$ cat src/rtl/keyboard_scan_ctrl_pkg.sv
// keyboard_scan_ctrl_pkg
//   Shared constants for the NUMLED/KEYBOARD keypad scanner. It holds the
//   default matrix size, the bit positions of the status/code word fields,
//   the scanner state encodings and a helper that packs the status register
//   into a bus word.
//   No ports (package).
package keyboard_scan_ctrl_pkg;

  localparam int DEVICE_NUM_KB_ROW = 4;
  localparam int DEVICE_NUM_KB_COL = 4;
  localparam int IO_BUS_WIDTH_DATA = 32;

  // Field positions inside the status/code word
  localparam int KB_DATA_PENDING  = 31;
  localparam int KB_DATA_HELD     = 30;
  localparam int KB_DATA_OVERRUN  = 29;
  localparam int KB_DATA_CODE_MSB = 3;
  localparam int KB_DATA_CODE_LSB = 0;

  // Scanner state encodings
  localparam logic [1:0] KB_ST_SCAN     = 2'd0;
  localparam logic [1:0] KB_ST_DEBOUNCE = 2'd1;
  localparam logic [1:0] KB_ST_HOLD     = 2'd2;

  typedef struct packed {
    logic       pending;
    logic       held;
    logic       overrun;
    logic [3:0] code;
  } kb_status_t;

  // Spread the status fields onto their bus bit positions; every other bit is 0
  function automatic logic [IO_BUS_WIDTH_DATA-1:0] kb_pack_word(input kb_status_t s);
    logic [IO_BUS_WIDTH_DATA-1:0] w;
    w = '0;
    w[KB_DATA_PENDING] = s.pending;
    w[KB_DATA_HELD]    = s.held;
    w[KB_DATA_OVERRUN] = s.overrun;
    w[KB_DATA_CODE_MSB:KB_DATA_CODE_LSB] = s.code;
    return w;
  endfunction

endpackage

$ cat src/rtl/keyboard_scan_ctrl_if.sv
// keyboard_scan_ctrl_if
//   Bundle of the keypad-side and IO-bus-side signals of the keypad scanner.
//   col_signal : column returns, active-low, asynchronous (into the scanner)
//   row_en     : row drive, active-low one-hot (out of the scanner)
//   read_ack   : single-cycle bus-read pulse (into the scanner)
//   data       : status/code word (out of the scanner)
//   Modports: master = bus/keypad side, slave = scanner.
interface keyboard_scan_ctrl_if
  import keyboard_scan_ctrl_pkg::*;
#(
  parameter int ROWS = DEVICE_NUM_KB_ROW,
  parameter int COLS = DEVICE_NUM_KB_COL
) ();

  logic [COLS-1:0]              col_signal;
  logic [ROWS-1:0]              row_en;
  logic                         read_ack;
  logic [IO_BUS_WIDTH_DATA-1:0] data;

  modport master (
    output col_signal,
    output read_ack,
    input  row_en,
    input  data
  );

  modport slave (
    input  col_signal,
    input  read_ack,
    output row_en,
    output data
  );

endinterface

$ cat src/rtl/keyboard_scan_ctrl_sync.sv
// sync_2ff
//   Parameterised-width two-flop synchroniser. Both stages reset to all-ones,
//   which matches the idle (pulled-up) level of the keypad columns.
//   clk   : destination clock
//   rst_n : asynchronous active-low reset
//   i_d   : asynchronous input bits
//   o_q   : synchronised output bits (2 cycles of latency)
module sync_2ff #(
  parameter int WIDTH = 1
) (
  input  logic             clk,
  input  logic             rst_n,
  input  logic [WIDTH-1:0] i_d,
  output logic [WIDTH-1:0] o_q
);

  logic [WIDTH-1:0] r_meta;
  logic [WIDTH-1:0] r_sync;

  // Two-stage capture chain
  always_ff @(posedge clk or negedge rst_n) begin
    if (!rst_n) begin
      r_meta <= '1;
      r_sync <= '1;
    end else begin
      r_meta <= i_d;
      r_sync <= r_meta;
    end
  end

  assign o_q = r_sync;

endmodule

$ cat src/rtl/keyboard_scan_ctrl.sv
// keyboard_scan_ctrl
//   Matrix-keypad scanner. Drives one row at a time, samples the synchronised
//   column returns at the end of each row slot, debounces the first key found,
//   and records it in a 32-bit status/code word (PENDING/HELD/OVERRUN/CODE).
//   A bus read pulse clears PENDING and OVERRUN.
//   clk   : device clock (deviceClk)
//   rst_n : asynchronous active-low reset
//   bus   : keyboard_scan_ctrl_if.slave (col_signal, row_en, read_ack, data)
module keyboard_scan_ctrl
  import keyboard_scan_ctrl_pkg::*;
#(
  parameter int ROWS         = DEVICE_NUM_KB_ROW,
  parameter int COLS         = DEVICE_NUM_KB_COL,
  parameter int SCAN_DIV     = 1000,
  parameter int DEBOUNCE_CYC = 200000
) (
  input  logic                 clk,
  input  logic                 rst_n,
  keyboard_scan_ctrl_if.slave  bus
);

  localparam int ROW_W  = (ROWS > 1) ? $clog2(ROWS) : 1;
  localparam int COL_W  = (COLS > 1) ? $clog2(COLS) : 1;
  localparam int SLOT_W = $clog2(SCAN_DIV);
  localparam int DEB_W  = $clog2(DEBOUNCE_CYC);

  localparam logic [SLOT_W-1:0] SLOT_LAST = SLOT_W'(SCAN_DIV - 1);
  localparam logic [DEB_W-1:0]  DEB_LAST  = DEB_W'(DEBOUNCE_CYC - 1);
  localparam logic [ROW_W-1:0]  ROW_LAST  = ROW_W'(ROWS - 1);

  logic [COLS-1:0]   w_col_s;
  logic [1:0]        r_state;
  logic [SLOT_W-1:0] r_slot;
  logic [DEB_W-1:0]  r_deb;
  logic [ROW_W-1:0]  r_row;
  logic [ROWS-1:0]   r_row_en;
  logic [COL_W-1:0]  r_col;
  kb_status_t        r_status;

  logic [COL_W-1:0]  w_low_col;
  logic              w_any_low;
  logic [ROW_W-1:0]  w_next_row;
  logic              w_col_bit;
  logic              w_press;
  logic              w_release;

  sync_2ff #(
    .WIDTH (COLS)
  ) u_col_sync (
    .clk   (clk),
    .rst_n (rst_n),
    .i_d   (bus.col_signal),
    .o_q   (w_col_s)
  );

  // Lowest-index low column wins; the loop runs downward so the last hit is the lowest
  always_comb begin
    w_low_col = '0;
    w_any_low = 1'b0;
    for (int c = COLS - 1; c >= 0; c--) begin
      if (!w_col_s[c]) begin
        w_low_col = COL_W'(c);
        w_any_low = 1'b1;
      end
    end
  end

  assign w_next_row = (r_row == ROW_LAST) ? '0 : r_row + ROW_W'(1);
  assign w_col_bit  = w_col_s[r_col];

  assign w_press   = (r_state == KB_ST_DEBOUNCE) && !w_col_bit && (r_deb == DEB_LAST);
  assign w_release = (r_state == KB_ST_HOLD) && w_col_bit && (r_deb == DEB_LAST);

  // Scan / debounce / hold sequencing, row rotation and counters
  always_ff @(posedge clk or negedge rst_n) begin
    if (!rst_n) begin
      r_state  <= KB_ST_SCAN;
      r_slot   <= '0;
      r_deb    <= '0;
      r_row    <= '0;
      r_row_en <= ~ROWS'(1);
      r_col    <= '0;
    end else begin
      case (r_state)
        KB_ST_SCAN: begin
          if (r_slot == SLOT_LAST) begin
            r_slot <= '0;
            if (w_any_low) begin
              // Keep driving this row so the latched column stays meaningful
              r_col   <= w_low_col;
              r_deb   <= '0;
              r_state <= KB_ST_DEBOUNCE;
            end else begin
              r_row    <= w_next_row;
              r_row_en <= ~(ROWS'(1) << w_next_row);
            end
          end else begin
            r_slot <= r_slot + SLOT_W'(1);
          end
        end

        KB_ST_DEBOUNCE: begin
          if (!w_col_bit) begin
            if (r_deb == DEB_LAST) begin
              r_deb   <= '0;
              r_state <= KB_ST_HOLD;
            end else begin
              r_deb <= r_deb + DEB_W'(1);
            end
          end else begin
            r_state  <= KB_ST_SCAN;
            r_slot   <= '0;
            r_deb    <= '0;
            r_row    <= w_next_row;
            r_row_en <= ~(ROWS'(1) << w_next_row);
          end
        end

        KB_ST_HOLD: begin
          // Counts consecutive released cycles; any bounce back low restarts it
          if (w_col_bit) begin
            if (r_deb == DEB_LAST) begin
              r_state  <= KB_ST_SCAN;
              r_slot   <= '0;
              r_deb    <= '0;
              r_row    <= w_next_row;
              r_row_en <= ~(ROWS'(1) << w_next_row);
            end else begin
              r_deb <= r_deb + DEB_W'(1);
            end
          end else begin
            r_deb <= '0;
          end
        end

        default: begin
          r_state <= KB_ST_SCAN;
          r_slot  <= '0;
          r_deb   <= '0;
        end
      endcase
    end
  end

  // Status word. A press on the same edge as read_ack wins and treats the old word as read.
  always_ff @(posedge clk or negedge rst_n) begin
    if (!rst_n) begin
      r_status <= '0;
    end else begin
      if (w_press) begin
        r_status.code    <= 4'(int'(r_row) * COLS + int'(r_col));
        r_status.pending <= 1'b1;
        r_status.overrun <= r_status.pending && !bus.read_ack;
        r_status.held    <= 1'b1;
      end else begin
        if (bus.read_ack) begin
          r_status.pending <= 1'b0;
          r_status.overrun <= 1'b0;
        end
        if (w_release) begin
          r_status.held <= 1'b0;
        end
      end
    end
  end

  assign bus.row_en = r_row_en;
  assign bus.data   = kb_pack_word(r_status);

endmodule
$ cat src/flat_wrapper.sv
// flat-port wrapper written by rule: the top's interface ports become plain ports
module keyboard_scan_ctrl_flat import keyboard_scan_ctrl_pkg::*;
#(
  parameter int ROWS         = DEVICE_NUM_KB_ROW,
  parameter int COLS         = DEVICE_NUM_KB_COL,
  parameter int SCAN_DIV     = 1000,
  parameter int DEBOUNCE_CYC = 200000
)
  (clk, rst_n, bus_col_signal, bus_read_ack, bus_row_en, bus_data);
  keyboard_scan_ctrl_if #(.ROWS(ROWS), .COLS(COLS)) bus_i ();
  input  logic clk;
  input  logic rst_n;
  input wire logic [$bits(bus_i.col_signal)-1:0] bus_col_signal;
  input wire logic [$bits(bus_i.read_ack)-1:0] bus_read_ack;
  output wire logic [$bits(bus_i.row_en)-1:0] bus_row_en;
  output wire logic [$bits(bus_i.data)-1:0] bus_data;
  assign bus_i.col_signal = bus_col_signal;
  assign bus_i.read_ack = bus_read_ack;
  assign bus_row_en = bus_i.row_en;
  assign bus_data = bus_i.data;
  keyboard_scan_ctrl #(.ROWS(ROWS), .COLS(COLS), .SCAN_DIV(SCAN_DIV), .DEBOUNCE_CYC(DEBOUNCE_CYC)) u_core (.clk(clk), .rst_n(rst_n), .bus(bus_i));
endmodule
$ cat config.mk
export PLATFORM = sky130hd
export DESIGN_NAME = keyboard_scan_ctrl_flat
export DESIGN_NICKNAME = d
export VERILOG_FILES = /design/src/rtl/keyboard_scan_ctrl_pkg.sv /design/src/rtl/keyboard_scan_ctrl_if.sv /design/src/rtl/keyboard_scan_ctrl_sync.sv /design/src/rtl/keyboard_scan_ctrl.sv /design/src/flat_wrapper.sv
export SDC_FILE = /design/constraint.sdc
export NUM_CORES = 1
export LEC_CHECK = 0
export ABC_AREA = 1
export CORE_UTILIZATION = 59
export CTS_CLUSTER_SIZE = 30
export DETAILED_ROUTE_END_ITERATION = 6
export PLACE_DENSITY = 0.87
export RECOVER_POWER = 100
export SETUP_SLACK_MARGIN = 0.3
export SLEW_MARGIN = 20
export SYNTH_ARGS = -nofsm -noshare
export SYNTH_HDL_FRONTEND = slang
export SYNTH_SLANG_ARGS = --single-unit
$ cat constraint.sdc
create_clock -name clk -period 3.1 [get_ports clk]
set_input_delay 0.775 -clock clk [delete_from_list [all_inputs] [get_ports clk]]
set_output_delay 0.775 -clock clk [all_outputs]
set_load 0.05 [all_outputs]
== Yosys cells after proc, flatten, opt, wreduce, memory -nomap -nowiden ==
Cells that the tools add are included.

* Input bits: 7
* Bits in registers: 53
* Output and inout port bits: 36

* Bitwise gates (word level): 1
* $lt $le $gt $ge: 1
* Add/sub/neg operators: 4
* Mux-type cells: 44
* Reduce and logical (&&, ||, !) cells: 16
* Eq/ne operators: 12
* Shift-type cells: 1

{| class="wikitable"
|+ Operators by type and width
! operator !! number
|-
| 18-bit 2-to-1 mux || 5
|-
| 18-bit one-hot mux with 3 select lines || 1
|-
| 10-bit 2-to-1 mux || 4
|-
| 2-bit 2-to-1 mux || 16
|-
| 10-bit one-hot mux with 3 select lines || 1
|-
| 4-bit 2-to-1 mux || 5
|-
| 18-bit by 1-bit adder with 18-bit output (second input constant) || 1
|-
| 18-bit equality test (second input constant) || 1
|-
| 2-bit one-hot mux with 3 select lines || 2
|-
| 4-bit one-hot mux with 3 select lines || 1
|-
| 10-bit by 1-bit adder with 10-bit output (second input constant) || 1
|-
| 10-bit equality test (second input constant) || 1
|-
| 2-bit by 1-bit != test with 1-bit output (second input constant) || 5
|-
| 1-bit 2-to-1 mux || 7
|-
| 3-bit AND reduction || 2
|-
| 6-bit AND reduction || 1
|-
| 1-bit logical AND || 5
|-
| 5-bit AND reduction || 1
|-
| 4-bit by 2-bit adder with 4-bit output || 1
|-
| 2-bit equality test (second input constant) || 2
|-
| 4-bit NOT || 1
|-
| 2-bit nonzero test || 2
|-
| 1-bit by 2-bit << shifter with 4-bit output (first input constant) || 1
|-
| 2-bit by 3-bit less-than comparator with 1-bit output (second input constant) || 1
|-
| 10 further kinds || 11
|}

== Logic depth before layout (Yosys ltp) ==
Gate-level depths: netlist (run 1).

* Word-level depth: 7
* Mapped depth: 11

== Modules after synthesis ==
From an unflattened synthesis (run 1), not the netlist that was laid out.

* Cell total of the unflattened synthesis: 406
* Area total of the unflattened synthesis: 3204.3 um^2

{| class="wikitable"
|+ Modules (own cells, without submodules)
! module !! area an instance (um^2) !! cells an instance !! instances
|-
| keyboard_scan_ctrl || 2994.1 || 398 || 1
|-
| sync_2ff || 210.2 || 8 || 1
|}

== Worst setup path before layout (run 1) ==
No wires, ideal clock.

* Path kind: reg-to-reg
* Start: register u_core.r_state[0]
* End: register u_core.r_row[1]
* Stages on the path, launching flop included: 10
* Setup slack: 1455 ps
* Arrival: 1528 ps
* Required time: 2983 ps
* Clock period less this slack: 1645 ps
* Path through: dfrtp_1 -> inv_1 -> ha_1 -> clkbuf_1 -> o21ai_0 -> nor2_2 -> nand3_2 -> buf_6 -> nand2_2 -> o21ai_2

* Word-level cells in the longest chain between the ends: 3
* Elaborated cells between the ends (all ways): 11
* Those cells by class: eq/ne (7); mux (1); reduce/logical (3)

{| class="wikitable"
|+ Ends and longest elaborated chain
! what !! line !! RTL
|-
| start: declaration || keyboard_scan_ctrl.sv:32 || <nowiki>logic [1:0] r_state;</nowiki>
|-
| start signal: assignment || keyboard_scan_ctrl.sv:77 || <nowiki>r_state <= KB_ST_SCAN;</nowiki>
|-
| start signal: assignment || keyboard_scan_ctrl.sv:92 || <nowiki>r_state <= KB_ST_DEBOUNCE;</nowiki>
|-
| start signal: assignment || keyboard_scan_ctrl.sv:106 || <nowiki>r_state <= KB_ST_HOLD;</nowiki>
|-
| 2-bit by 1-bit equality test with 1-bit output (tied with other cells) || keyboard_scan_ctrl.sv:84 || <nowiki>case (r_state)</nowiki>
|-
| 2-bit by 1-bit != test with 1-bit output (no line) (tied with other cells) || -- ||
|-
| 6-bit AND reduction (no line) || -- ||
|-
| end signal: assignment || keyboard_scan_ctrl.sv:94 || <nowiki>r_row <= w_next_row;</nowiki>
|-
| end signal: assignment || keyboard_scan_ctrl.sv:114 || <nowiki>r_row <= w_next_row;</nowiki>
|-
| end signal: assignment || keyboard_scan_ctrl.sv:126 || <nowiki>r_row <= w_next_row;</nowiki>
|-
| end: declaration || keyboard_scan_ctrl.sv:35 || <nowiki>logic [ROW_W-1:0] r_row;</nowiki>
|}

Several ways; a longest one is shown, not always the timed one.
A chain may end at the register's enable or synchronous reset.

== Worst setup path after layout (run 1) ==
* Start: register u_core.r_slot[0]
* End: register u_core.r_deb[4]

* Word-level cells in the longest chain between the ends: 3

{| class="wikitable"
|+ Ends and longest elaborated chain
! what !! line !! RTL
|-
| start: declaration || keyboard_scan_ctrl.sv:33 || <nowiki>logic [SLOT_W-1:0] r_slot;</nowiki>
|-
| start signal: assignment || keyboard_scan_ctrl.sv:98 || <nowiki>r_slot <= r_slot + SLOT_W'(1);</nowiki>
|-
| 10-bit equality test || keyboard_scan_ctrl.sv:86 || <nowiki>if (r_slot == SLOT_LAST) begin</nowiki>
|-
| 2-bit by 1-bit != test with 1-bit output (no line) || -- ||
|-
| 2-bit AND reduction (no line) || -- ||
|-
| end signal: assignment || keyboard_scan_ctrl.sv:108 || <nowiki>r_deb <= r_deb + DEB_W'(1);</nowiki>
|-
| end signal: assignment || keyboard_scan_ctrl.sv:129 || <nowiki>r_deb <= r_deb + DEB_W'(1);</nowiki>
|-
| end: declaration || keyboard_scan_ctrl.sv:34 || <nowiki>logic [DEB_W-1:0] r_deb;</nowiki>
|}

No other way between the ends.

==> results.md, run 1 <==
- Number of maximum-capacitance violations: 1
- TritonCTS clock tree: yes
- Slew of the pin with the lowest slew margin: 1.78 ns
- Switching power: 322 uW
- Static leakage: ~0.0016 uW
- Buffer depth of the longest clock path: 2
- First-pass GRT wire length: 10.9 mm
- Peak ir drop on the vdd network: between 0.0003 and 0.0004 V
- Clock power frac: 0.412
- Worst min-delay path startpoint: u_core.u_col_sync.r_meta[2]$_DFF_PN1_
- Largest area contributor in the netlist: sky130_fd_sc_hd__dfrtp_1
- Post-CTS setup buffer count: 0
- Kind of end point of the critical path: flop
- Setup TNS: 0 ns
- Required arrival time at the worst endpoint: between 3 and 4 ns
- Count of flip-flops with a built-in enable after synthesis: 0
- Yosys Warn Count: 0
- Capturing point of the worst reg2reg path: u_core.r_deb[4]$_DFFE_PN0P_
- Detail Route Antenna Nets: 0
- Shortest clock period the worst path allows after layout: roughly 2.5 ns
- Dominant register cell in the synthesized netlist: sky130_fd_sc_hd__dfrtp_1
- CTS hold repair buffers: 0
- Relative slew margins: -0.185
- Netlist area before placement: 3150 sq um
- GP Congestion: approximately 0.92
- Area fraction of the dominant cell type after synthesis: 0.334
- Cells resized by post-CTS repair: 0
- Post-Synthesis Cells: 398
- Number of sinks on the clock net: between 50 and 60
- Highest routed layer: met4
- Worst reg2reg startpoint: u_core.r_slot[0]$_DFFE_PN0P_
- GRT Resource Usage Total: 0.260
- Delay of the slowest critical-path stage: ~0.60 ns
- Hold Crit Endpoint: u_core.u_col_sync.o_q[2]$_DFF_PN1_
- Area of the core region: 5110 sq um
- Number of buffer cells added on primary ports: 17
- Power per unit of standard cell area: 406 nW/um^2
- Via count: 2580
- Sum of met2 wire segment lengths after detailed routing: between 3 and 4 mm
- RSZ-0062 raised after global routing: false
- Clock tree root buffer cell: sky130_fd_sc_hd__clkbuf_8
- Ports placed on the boundary: 43
- Synth unique cells: 33
- Combinational fraction of design power: 0.068
- Top achievable clock speed: 396 MHz
- Average vias per placed instance: 5.28
- Sequential area share after synthesis: 0.426
- Sum of net half-perimeters after detailed placement: 4.68 mm
- Total of fill cells in the finished design: 431
- Die Y: 75.0 um
- Length in cells of the worst reg-to-reg path: 8
- Max-slew violation count: 35
- Worst skew pair latency: 0.31 ns
- Number of H-tree levels: 2
- Type of the worst setup path: flop to flop
- Cell types with the largest area share after synthesis: sky130_fd_sc_hd__dfrtp_1 (33%), sky130_fd_sc_hd__nand2_1 (11%), sky130_fd_sc_hd__dfstp_2 (9.2%)
- Arrival time of data at the critical path endpoint: 2.72 ns
- Layout-stage area growth over the synthesis result: 6.25%
- Pin count of the biggest net entering global routing: 35
- Area of all placed cells without fillers: 3340 sq um
- Routed WL per cell: 12.9 um
- CP max-delay cell: sky130_fd_sc_hd__nand2_1
- Violated checks: capacitance limit, slew limit
- Overflow after GRT: 0
- Routed length on met3: 252 um
- Most numerous cell in the Yosys netlist: sky130_fd_sc_hd__nand2_1
- Combined buffer and inverter count along the critical path: 1
- Top cell by count, worst path: sky130_fd_sc_hd__nand2_1
- Cells on Worst Hold Path: 0
- Routed metal-1 wirelength: roughly 2.7 mm
- Number of DRC violations after detailed routing: 0
- Clock-pin slew reported for the worst setup and hold paths after clock tree synthesis: 0.10 ns
- Number of antenna violations at the first check in global routing: 0
- Die outline area: 5630 sq um
- Antenna diode count: 0
- Critical path peak fanout: 25
- Cells along the critical path: ha_1 -> nand2_1 -> nor2_1 -> nand4_1 -> nand2_1 -> nand2_1 -> inv_1 -> nor2_1
- Register-to-Register Setup Slack: 0.57 ns
- Final-stage net count: 434
- Sequential power share: 0.519
- Run status: complete, but fails checks
- Die width: between 70 and 80 um
- Fin crit share: 0.815
- Family with the most delay on the worst path: simple AND/OR/NAND/NOR gates
- Cell internal power dissipation: approximately 1000 uW
- Cell Area, Placed: 3270 sq um
- Post-Route WL: approximately 6.3 mm
- #FFs+latches synth: 53
- Syn Area/Cell: between 7 and 8 sq um
- CTS Buf Count: 5
- Final Hold Vio Count: 0
- Most used standard cells in the synthesized netlist: sky130_fd_sc_hd__nand2_1 (96), sky130_fd_sc_hd__inv_1 (46), sky130_fd_sc_hd__dfrtp_1 (42)
- Worst Setup Start Kind: flop
- Vias in the first global route: 2478
- Switching share of total power: 0.238
- DR pass1 iterations: 4
- Final Setup Violations: 0
- Worst hold path type: flop to flop
- Count of standard-cell rows: 26
- Starting density of the core: 0.616
- Layout cell share with drive strength beyond 1: 0.103
- Share of synthesized registers carrying an async set or reset: 1.00
- Initial DRC count: between 150 and 200
- Worst clock skew on the final layout: roughly 0.012 ns
## registers in the layout (all words and copies together), names as in the netlist
signal,flops
u_core.bus.data,7
u_core.bus.row_en,4
u_core.r_col,2
u_core.r_deb,18
u_core.r_row,2
u_core.r_slot,10
u_core.r_state,2
u_core.u_col_sync.o_q,4
u_core.u_col_sync.r_meta,4
## power by group through the flow
| stage | Combinational, uW | Sequential, uW | Clock [uW] |
|---|---|---|---|
| finish | 92.8 | 704 | 559 |
| global route | 101 | 704 | 591 |
| CTS | 95.5 | 704 | 569 |
| detailed placement | 95.5 | 717 | 0 |
| global placement | 93.9 | 716 | 0 |
| floorplan | 95.7 | 716 | 0 |
## cell type report
class                      instances  area, sq um  area share
tap                               70         87.6      0.0262
clock buffer                       5         68.8      0.0206
clock inverter                     3         68.8      0.0206
inverter                          53          199      0.0595
sequential                        53         1340       0.401
timing repair buffer              20          175      0.0524
multi-input combinational        285         1400       0.420
## layout by cell type, fill, tap and decap left out, drive strengths merged
| cell type | synthesis | layout |
|---|---|---|
| nand4 | 20 | 20 |
| xor2 | 3 | 3 |
| a21oi | 8 | 8 |
| o21bai | 2 | 2 |
| or2 | 4 | 4 |
| dlygate4sd3 | 0 | 15 |
| clkdlybuf4s50 | 0 | 1 |
| conb | 1 | 25 |
| xnor2 | 1 | 1 |
| dfrtp | 42 | 42 |
| clkbuf | 1 | 9 |
| nor3 | 2 | 2 |
| nor2 | 36 | 36 |
| o21ai | 35 | 35 |
| dfstp | 11 | 11 |
| bufinv | 0 | 2 |
| o41ai | 1 | 1 |
| nand3b | 3 | 3 |
| nand3 | 27 | 27 |
| nand2 | 108 | 108 |
| inv | 53 | 54 |
| ha | 9 | 9 |
| a31oi | 1 | 1 |
## per-stage QoR
step                      power [uW]  setup WS (ns)  hold WS [ns]  std cells   util
final                           1360          0.573         0.363        489  0.654
after global routing            1400          0.342         0.370        489  0.654
after CTS                       1370          0.664         0.364        489  0.667
after detailed placement         812          0.752         0.349        481  0.640
after global placement           810          0.899         0.345        481  0.640
after floorplan                  812           1.45         0.345        422      -
## logic make-up (layout without fill, tap and decap cells)
group,after synthesis,after routing,synth area share
and+or+nand+nor,200,200,0.300
buffers and inverters,84,81,0.140
DFF,53,53,0.426
AOI/OAI and AO/OA,47,47,0.0863
adders and majority gates,9,9,0.0358
xor gates and xnor gates,4,4,0.0111
other,1,25,0.00119
## worst register-to-register path: stages (launching register included)
cell	delay, ns
sky130_fd_sc_hd__dfrtp_1	0.44
sky130_fd_sc_hd__ha_1	0.26
sky130_fd_sc_hd__nand2_1	0.07
sky130_fd_sc_hd__nor2_1	0.21
sky130_fd_sc_hd__nand4_1	0.12
sky130_fd_sc_hd__nand2_1	0.60
sky130_fd_sc_hd__nand2_1	0.44
sky130_fd_sc_hd__inv_1	0.21
sky130_fd_sc_hd__nor2_1	0.06
## metal layers
layer | track usage | vias up
li1 | - | 1262
met1 | 0.296 | 1212
met2 | 0.466 | 83
met3 | 0.0616 | 23
met4 | 0.111 | 0
met5 | 0 | -
## worst max path at each step
stage / startpoint / end / slack [ns] / depth (start not counted)
final: u_core.r_slot[0]$_DFFE_PN0P_ / u_core.r_deb[4]$_DFFE_PN0P_ / 0.57 / 8
after global routing: u_core.r_slot[0]$_DFFE_PN0P_ / u_core.r_deb[4]$_DFFE_PN0P_ / 0.34 / 10
after CTS: u_core.bus.row_en[1]$_DFFE_PN1P_ / bus_row_en[1] / 0.66 / 1
after detailed placement: u_core.r_slot[0]$_DFFE_PN0P_ / u_core.r_deb[4]$_DFFE_PN0P_ / 0.75 / 10
after global placement: u_core.r_state[0]$_DFFE_PN0P_ / u_core.r_deb[11]$_DFFE_PN0P_ / 0.90 / 6
after floorplan: u_core.r_state[0]$_DFFE_PN0P_ / u_core.r_row[1]$_DFFE_PN0P_ / 1.45 / 9
No activity file was read; power rests on OpenSTA's default activity.
==> run 2: changes to the inputs <==
CORE_UTILIZATION = 55   (was 59)
PLACE_DENSITY = 0.82   (was 0.87)
clock period = 2.5 ns   (was 3.1 ns; I/O delays follow)
==> run 2 against run 1 <==
Effect of this change: the run now ends clean; worst hold slack got worse by 0.0018 ns; sequential share of layout area is 0.44 points higher; total power is 8.0% higher; worst setup slack got worse by 0.24 ns; clock skew increased by 0.0034 ns; non-clock buffer count unchanged; register-to-register slack worse by 0.23 ns; clock power fell by 15%; via count down 2.5%; die area rose by 7.1%; critical endpoint is now bus_data[1]; largest power group unchanged.
==> results.md, run 2 (synthesis results as in run 1) <==
- Run status: finished, final reports clean
- Setup TNS: 0 ns (unchanged)
- Arrival time of data at the critical path endpoint: 1.54 ns (-1.18 ns)
- Relative slew margins: 0.214 (+0.399)
- Combined buffer and inverter count along the critical path: 1 (unchanged)
- Shortest clock period the worst path allows after layout: 2.17 ns
- Type of the worst setup path: flop to primary output
- Antenna diode count: 0 (unchanged)
- Post-Route WL: 6.11 mm (-3.2%)
- CTS hold repair buffers: 0 (unchanged)
- Buffer depth of the longest clock path: 2 (unchanged)
- Worst reg2reg startpoint: u_core.r_slot[0]$_DFFE_PN0P_
- Routed WL per cell: 12.5 um (-3.6%)
- Register with the most flip-flops: u_core.r_deb
- Post-CTS setup buffer count: 0 (unchanged)
- Number of H-tree levels: 2 (unchanged)
- Number of maximum-capacitance violations: 0 (-1)
- Via count: 2516 (-2.5%)
- Vias in the first global route: 2512 (+1.4%)
- Family with the most delay on the worst path: buffers and inverters
- CP max-delay cell: sky130_fd_sc_hd__dlygate4sd3_1
- Initial DRC count: 182 (-6.7%)
- Max reg flops: 18 (unchanged)
- GRT Resource Usage Total: 0.226 (-0.0337)
- Required arrival time at the worst endpoint: 1.88 ns (-1.42 ns)
- Die width: 77.6 um (+3.5%)
- PnR Total Power: 1460 uW (+8.0%)
- Setup crit start: u_core.bus.data[1]$_DFFE_PN0P_
- Length in cells of the worst reg-to-reg path: 8 (unchanged)
- Kind of end point of the critical path: primary output
- Final-stage net count: 434 (unchanged)
- Top achievable clock speed: about 460 MHz
- TritonCTS clock tree: yes
- Most used cells in the layout excluding fill and tap cells: sky130_fd_sc_hd__nand2_1 (99), sky130_fd_sc_hd__inv_1 (46), sky130_fd_sc_hd__dfrtp_1 (42), sky130_fd_sc_hd__nor2_1 (33)
- Max-slew violation count: 0 (-100%)
- Final Setup Violations: 0 (unchanged)
- Number of antenna violations at the first check in global routing: 0 (unchanged)
- GP Congestion: 0.925 (+0.95%)
- Number of sinks on the clock net: 53 (unchanged)
- Register-to-Register Setup Slack: 0.34 ns (-0.23 ns)
- Sum of net half-perimeters after detailed placement: 4.61 mm (-1.4%)
- Static leakage: 0.00162 uW (-0.66%)
- Worst hold path type: flop to flop
- Worst Setup Start Kind: flop
- Number of DRC violations after detailed routing: 0 (unchanged)
- Power per unit of standard cell area: 443 nW/um^2 (+9.2%)
- Cells along the critical path: dlygate4sd3_1
- Die Y: 77.6 um (+3.5%)
- Detail Route Antenna Nets: 0 (unchanged)
- Layout-stage area growth over the synthesis result: 5.09%
- Clock-pin slew reported for the worst setup and hold paths after clock tree synthesis: 0.09 ns (about the same)
- Critical path depth in cells: 1 (-7)
- First-pass GRT wire length: 10.9 mm (-0.31%)
- Final Hold Vio Count: 0 (unchanged)
- Worst skew pair latency: 0.32 ns (about the same)
- CTS Buf Count: 5 (unchanged)
- Overflow after GRT: 0 (unchanged)
- Average vias per placed instance: 5.12 (-2.9%)
- Delay of the slowest critical-path stage: 0.88 ns (+0.28 ns)
- DR pass1 iterations: 5 (+1)
- Capturing point of the worst reg2reg path: u_core.r_deb[11]$_DFFE_PN0P_
- Die outline area: 6030 sq um (+7.1%)
- Pin count of the biggest net entering global routing: 32 (-8.6%)
- Clock tree root buffer cell: sky130_fd_sc_hd__clkbuf_8
- Starting density of the core: 0.571 (-0.0446)
- Area of the core region: 5510 sq um (+7.8%)
- Leading cell type in the layout, fill and taps excluded: sky130_fd_sc_hd__nand2_1
- Fin crit share: 0.867
- Slew of the pin with the lowest slew margin: 1.18 ns (-0.598 ns)
- RSZ-0062 raised after global routing: false
- Total of fill cells in the finished design: 491 (+14%)
- Capture point of the critical path: bus_data[1]
- Worst clock skew on the final layout: 0.0155 ns (+0.00339 ns)
- Number of buffer cells added on primary ports: 17 (unchanged)
- Ports placed on the boundary: 43 (unchanged)
- Critical path peak fanout: 2 (-92%)
- Peak ir drop on the vdd network: 0.000364 V (+14%)
- Layout cell share with drive strength beyond 1: 0.107 (+0.00477)
- Count of standard-cell rows: 27 (+3.8%)
## run 2: changes by cell type in the layout (fill, tap and decap cells not counted), sizes merged
cell,delta
dlygate4sd2,+3
inv,-1
bufinv,-2
buf,+2
dlygate4sd3,-3
clkinvlp,+1
## run 2: cell type report
cell class                 count  area (sq um)  share of cell area
multi-input combinational    285          1410               0.427
clock inverter                 1          7.51             0.00227
inverter                      53           199              0.0602
tap                           72          90.1              0.0273
timing repair buffer          20           180              0.0545
clock buffer                   7          76.3              0.0231
sequential                    53          1340               0.405
## run 2: through the flow
step / util / instances / hold WS [ns] / worst slack, ns / area, sq um
finish: 0.600 / 491 / 0.362 / 0.333 / 3310
floorplan: - / 422 / 0.329 / 0.855 / 3240
global route: 0.600 / 491 / 0.371 / 0.162 / 3310
detailed placement: 0.596 / 483 / 0.348 / 0.470 / 3280
CTS: 0.611 / 491 / 0.300 / 0.387 / 3360
global placement: 0.596 / 483 / 0.346 / 0.538 / 3280
## run 2: how the worst min path moves through the flow
stage	from	slack, ns	to	cells after the start
after floorplan	rst_n	0.33	u_core.bus.data[0]$_DFFE_PN0P_	0
after global placement	u_core.u_col_sync.r_meta[3]$_DFF_PN1_	0.35	u_core.u_col_sync.o_q[3]$_DFF_PN1_	0
after detailed placement	u_core.u_col_sync.r_meta[2]$_DFF_PN1_	0.35	u_core.u_col_sync.o_q[2]$_DFF_PN1_	0
after CTS	rst_n	0.30	u_core.r_col[1]$_DFFE_PN0P_	1
after global routing	u_core.u_col_sync.r_meta[1]$_DFF_PN1_	0.37	u_core.u_col_sync.o_q[1]$_DFF_PN1_	0
final	u_core.u_col_sync.r_meta[2]$_DFF_PN1_	0.36	u_core.u_col_sync.o_q[2]$_DFF_PN1_	0
## run 2: where the power goes
| part | leakage (uW) | switching (uW) | internal, uW |
|---|---|---|---|
| Clock | 0.0000385 | 279 | 199 |
| Sequential | 0.000689 | 4.10 | 868 |
| Combinational | 0.000891 | 105 | 8.98 |
## run 2: timing repair
| item | 4_1_cts | 5_1_grt |
|---|---|---|
| resized for setup | 3 | 1 |
| pin swaps | 0 | 0 |
| cloned | 0 | 0 |
| setup endpoints to repair | 3 | 4 |
## run 2: layer usage
metal,up-vias,share of wire,track usage
met3,14,0.035,0.0388
li1,1260,-,-
met2,53,0.49,0.388
met5,-,0,0
met4,0,0.016,0.0774
met1,1189,0.45,0.287
==> run 3: changes to the inputs <==
ABC_AREA = unset   (was 1)
CELL_PAD_IN_SITES_DETAIL_PLACEMENT = 1   (was unset)
CELL_PAD_IN_SITES_GLOBAL_PLACEMENT = 1   (was unset)
CORE_UTILIZATION = 42   (was 55)
==> run 3 against run 2 <==
Effect of this change: the flow now finishes with violations (DRC); die area rose by 20%; worst hold slack worse by 0.0034 ns; flip-flop and latch count did not move; design area is 1.9% higher; wire length increased by 14%; largest power group unchanged; highest routed layer unchanged.
==> results.md, run 3 <==
- Run status: complete, but fails checks
- Violated checks: DRC
- #FFs+latches synth: 53 (unchanged)
- Routed WL per cell: 17.0 um (+36%)
- Synthesized-area fraction occupied by ao, oa, aoi and oai cells: 0.129 (+0.0423)
- Worst skew pair latency: 0.32 ns (about the same)
- GP Congestion: 0.808 (-13%)
- Cell internal power dissipation: 1090 uW (+0.89%)
- Number of DRC violations after detailed routing: 1 (+1)
- Area fraction of the dominant cell type after synthesis: 0.364 (+0.0297)
- Layout-stage area growth over the synthesis result: 16.6%
- Slew of the pin with the lowest slew margin: 1.46 ns (+0.276 ns)
- Family with the most delay on the worst path: buffers and inverters
- Hold Crit Endpoint: u_core.u_col_sync.o_q[3]$_DFF_PN1_
- Netlist area before placement: 2890 sq um (-8.2%)
- Cell types with the largest area share after synthesis: sky130_fd_sc_hd__dfrtp_1 (36%), sky130_fd_sc_hd__dfstp_2 (10%), sky130_fd_sc_hd__buf_4 (6.5%)
- Number of H-tree levels: 2 (unchanged)
- Combinational family with the most area after synthesis: simple AND/OR/NAND/NOR gates
- Worst slack, placed: 0.172 ns (-0.298 ns)
- DR pass1 iterations: 7 (+2)
- Most used cells in the layout excluding fill and tap cells: sky130_fd_sc_hd__dfrtp_1 (42), sky130_fd_sc_hd__nand2_1 (28), sky130_fd_sc_hd__conb_1 (25), sky130_fd_sc_hd__nor2_1 (19), sky130_fd_sc_hd__buf_4 (18)
- Fin crit share: 0.881 (+0.0142)
- Final-stage net count: 349 (-20%)
- Detail Route Antenna Nets: 0 (unchanged)
- Max reg flops: 18 (unchanged)
- Simple-gate area share of the yosys netlist: 0.194 (-0.105)
- Buffer depth of the longest clock path: 2 (unchanged)
- Average vias per placed instance: 5.44 (+6.2%)
- Shortest clock period the worst path allows after layout: 2.20 ns (+0.0356 ns)
- Cells along the critical path: dlygate4sd3_1
- Sequential power share: 0.582 (-0.014)
- Crit path setup slack, layout: 0.298 ns (-0.0356 ns)
- Die Y: 84.9 um (+9.4%)
- GRT Resource Usage Total: 0.202 (-0.0245)
- RSZ-0062 raised after global routing: false
- Sum of net half-perimeters after detailed placement: 4.63 mm (+0.32%)
- Critical path peak fanout: 3 (+1)
- Area of all placed cells without fillers: 3370 sq um (+1.9%)
- Die width: 84.9 um (+9.4%)
- Synth unique cells: 49 (+48%)
- Worst reg2reg startpoint: u_core.r_deb[12]$_DFFE_PN0P_
- Ports placed on the boundary: 43 (unchanged)
- Clock power frac: 0.341 (+0.015)
- Type of the worst setup path: flop to primary output
- Post-Synthesis Cells: 292 (-27%)
- Final Setup Violations: 0 (unchanged)
- Combined buffer and inverter count along the critical path: 1 (unchanged)
- Via count: 2236 (-11%)
- Switching power: 415 uW (+7.1%)
- Xor/xnor share of the synthesized area: 0.0273 (+0.0161)
- Number of sinks on the clock net: 53 (unchanged)
- Register-to-Register Setup Slack: 0.30 ns (-0.04 ns)
- CP max-delay cell: sky130_fd_sc_hd__dlygate4sd3_1
- Power per unit of standard cell area: 446 nW/um^2 (+0.63%)
- Required arrival time at the worst endpoint: 1.88 ns (about the same)
- Most used standard cells in the synthesized netlist: sky130_fd_sc_hd__dfrtp_1 (42), sky130_fd_sc_hd__nand2_1 (28), sky130_fd_sc_hd__buf_4 (25)
- Multiplexer share of the synthesized area: 0.0442 (+0.0442)
- Area of the core region: 6490 sq um (+18%)
- Post-route worst hold slack: 0.358 ns (-0.00341 ns)
- Number of maximum-capacitance violations: 0 (unchanged)
- Initial DRC count: 126 (-31%)
- Antenna diode count: 0 (unchanged)
- Register with the most flip-flops: u_core.r_deb
- Share of synthesized registers carrying an async set or reset: 1.00 (unchanged)
- First-pass GRT wire length: 11.5 mm (+5.3%)
- Arithmetic-cell share of the synthesized area counting full adders, half adders and majority gates: 0.0390 (+0.00318)
- Largest area contributor in the netlist: sky130_fd_sc_hd__dfrtp_1
- Top achievable clock speed: 454 MHz (-1.6%)
- Count of standard-cell rows: 29 (+7.4%)
- Arrival time of data at the critical path endpoint: 1.58 ns (+0.04 ns)
- TritonCTS clock tree: yes
- Count of flip-flops with a built-in enable after synthesis: 0 (unchanged)
- Clock-pin slew reported for the worst setup and hold paths after clock tree synthesis: 0.10 ns (about the same)
- Worst clock skew on the final layout: 0.00728 ns (-0.00821 ns)
- Overflow after GRT: 0 (unchanged)
- Combinational fraction of design power: 0.077 (about the same)
- Static leakage: 0.00144 uW (-11%)
- Sequential area share after synthesis: 0.464 (+0.0378)
- Leading cell type in the layout, fill and taps excluded: sky130_fd_sc_hd__dfrtp_1
- Number of buffer cells added on primary ports: 17 (unchanged)
- Setup TNS: 0 ns (unchanged)
- Switching share of total power: 0.276 (+0.0118)
- Yosys Warn Count: 0 (unchanged)
- Capturing point of the worst reg2reg path: u_core.bus.data[29]$_DFFE_PN0P_
- Delay of the slowest critical-path stage: 0.88 ns (about the same)
- Final Hold Vio Count: 0 (unchanged)
- Relative slew margins: 0.0300 (-0.184)
- Most numerous cell in the Yosys netlist: sky130_fd_sc_hd__dfrtp_1
- CTS Buf Count: 5 (unchanged)
- Length in cells of the worst reg-to-reg path: 8 (unchanged)
- Setup crit start: u_core.bus.data[31]$_DFFE_PN0P_
- Layout cell share with drive strength beyond 1: 0.186 (+0.0782)
- Worst min-delay path startpoint: u_core.u_col_sync.r_meta[3]$_DFF_PN1_
- Dominant register cell in the synthesized netlist: sky130_fd_sc_hd__dfrtp_1
- Cell Area, Placed: 3110 sq um (-5.2%)
- Peak ir drop on the vdd network: 0.000322 V (-11%)
- Vias in the first global route: 2340 (-6.8%)
- Worst Setup Start Kind: flop
- Starting density of the core: 0.445 (-0.126)
- Kind of end point of the critical path: primary output
- Max-slew violation count: 0 (unchanged)
- Pin count of the biggest net entering global routing: 30 (-6.3%)
- Number of antenna violations at the first check in global routing: 0 (unchanged)
- CTS hold repair buffers: 0 (unchanged)
- Clock tree root buffer cell: sky130_fd_sc_hd__clkbuf_8
- Post-Route WL: 6.97 mm (+14%)
- Syn Area/Cell: 9.89 sq um (+25%)
- Worst hold path type: flop to flop
- Cells on Worst Hold Path: 0 (unchanged)
- Die outline area: 7210 sq um (+20%)
## run 3: how the worst max path moves through the flow
stage / end / slack (ns) / cells past startpoint
2_1_floorplan: u_core.r_row[0]$_DFFE_PN0P_ / 0.33 / 5
5_1_grt: u_core.bus.data[29]$_DFFE_PN0P_ / 0.17 / 8
4_1_cts: u_core.r_state[0]$_DFFE_PN0P_ / 0.27 / 6
3_5_place_dp: u_core.r_deb[13]$_DFFE_PN0P_ / 0.17 / 6
6_report: bus_data[31] / 0.30 / 1
3_3_place_gp: u_core.r_slot[9]$_DFFE_PN0P_ / 0.30 / 5
## run 3: cell type report
cell class	instances	area [sq um]
Tap cell	77	96.3
Fill cell	754	3130
Inverter	17	63.8
Clock inverter	3	26.3
Timing Repair Buffer	43	350
Clock buffer	5	68.8
Sequential cell	53	1340
Multi-Input combinational cell	213	1420
## run 3: cell families (layout without fill, tap and decap cells)
logic type / count (synthesis) / count (layout)
simple gates: 105 / 105
xor+xnor: 9 / 9
buf+inv: 51 / 68
fa+ha+maj: 9 / 9
mux: 11 / 11
compound gates: 53 / 54
other cells: 1 / 25
flops: 53 / 53
## run 3: repair_timing
action | 4_1_cts | 5_1_grt
buffers inserted | 10 | 4
gates resized for setup | 10 | 13
gates cloned | 0 | 1
pin swaps | 5 | 4
endpoints found under the setup margin | 21 | 34
## run 3: routing by layer
| metal | part of all wire | global-route usage | vias to the layer above |
|---|---|---|---|
| met1 | 0.44 | 0.254 | 1112 |
| met4 | 0.014 | 0.0832 | 0 |
| met2 | 0.51 | 0.348 | 55 |
| met5 | 0 | 0 | - |
| met3 | 0.031 | 0.0311 | 12 |
| li1 | - | - | 1057 |
## run 3: power by group through the flow
stage	logic (uW)	registers, uW	clock network, uW
final	116	873	512
after global routing	124	874	565
after CTS	118	873	534
after detailed placement	116	889	0
after global placement	116	888	0
after floorplan	116	888	0
## run 3: metrics by stage
step           instances   util  power (uW)
2_1_floorplan        316      -        1000
5_1_grt              411  0.519        1560
6_report             411  0.519        1500
4_1_cts              406  0.511        1520
3_3_place_gp         388  0.479        1000
3_5_place_dp         388  0.479        1010
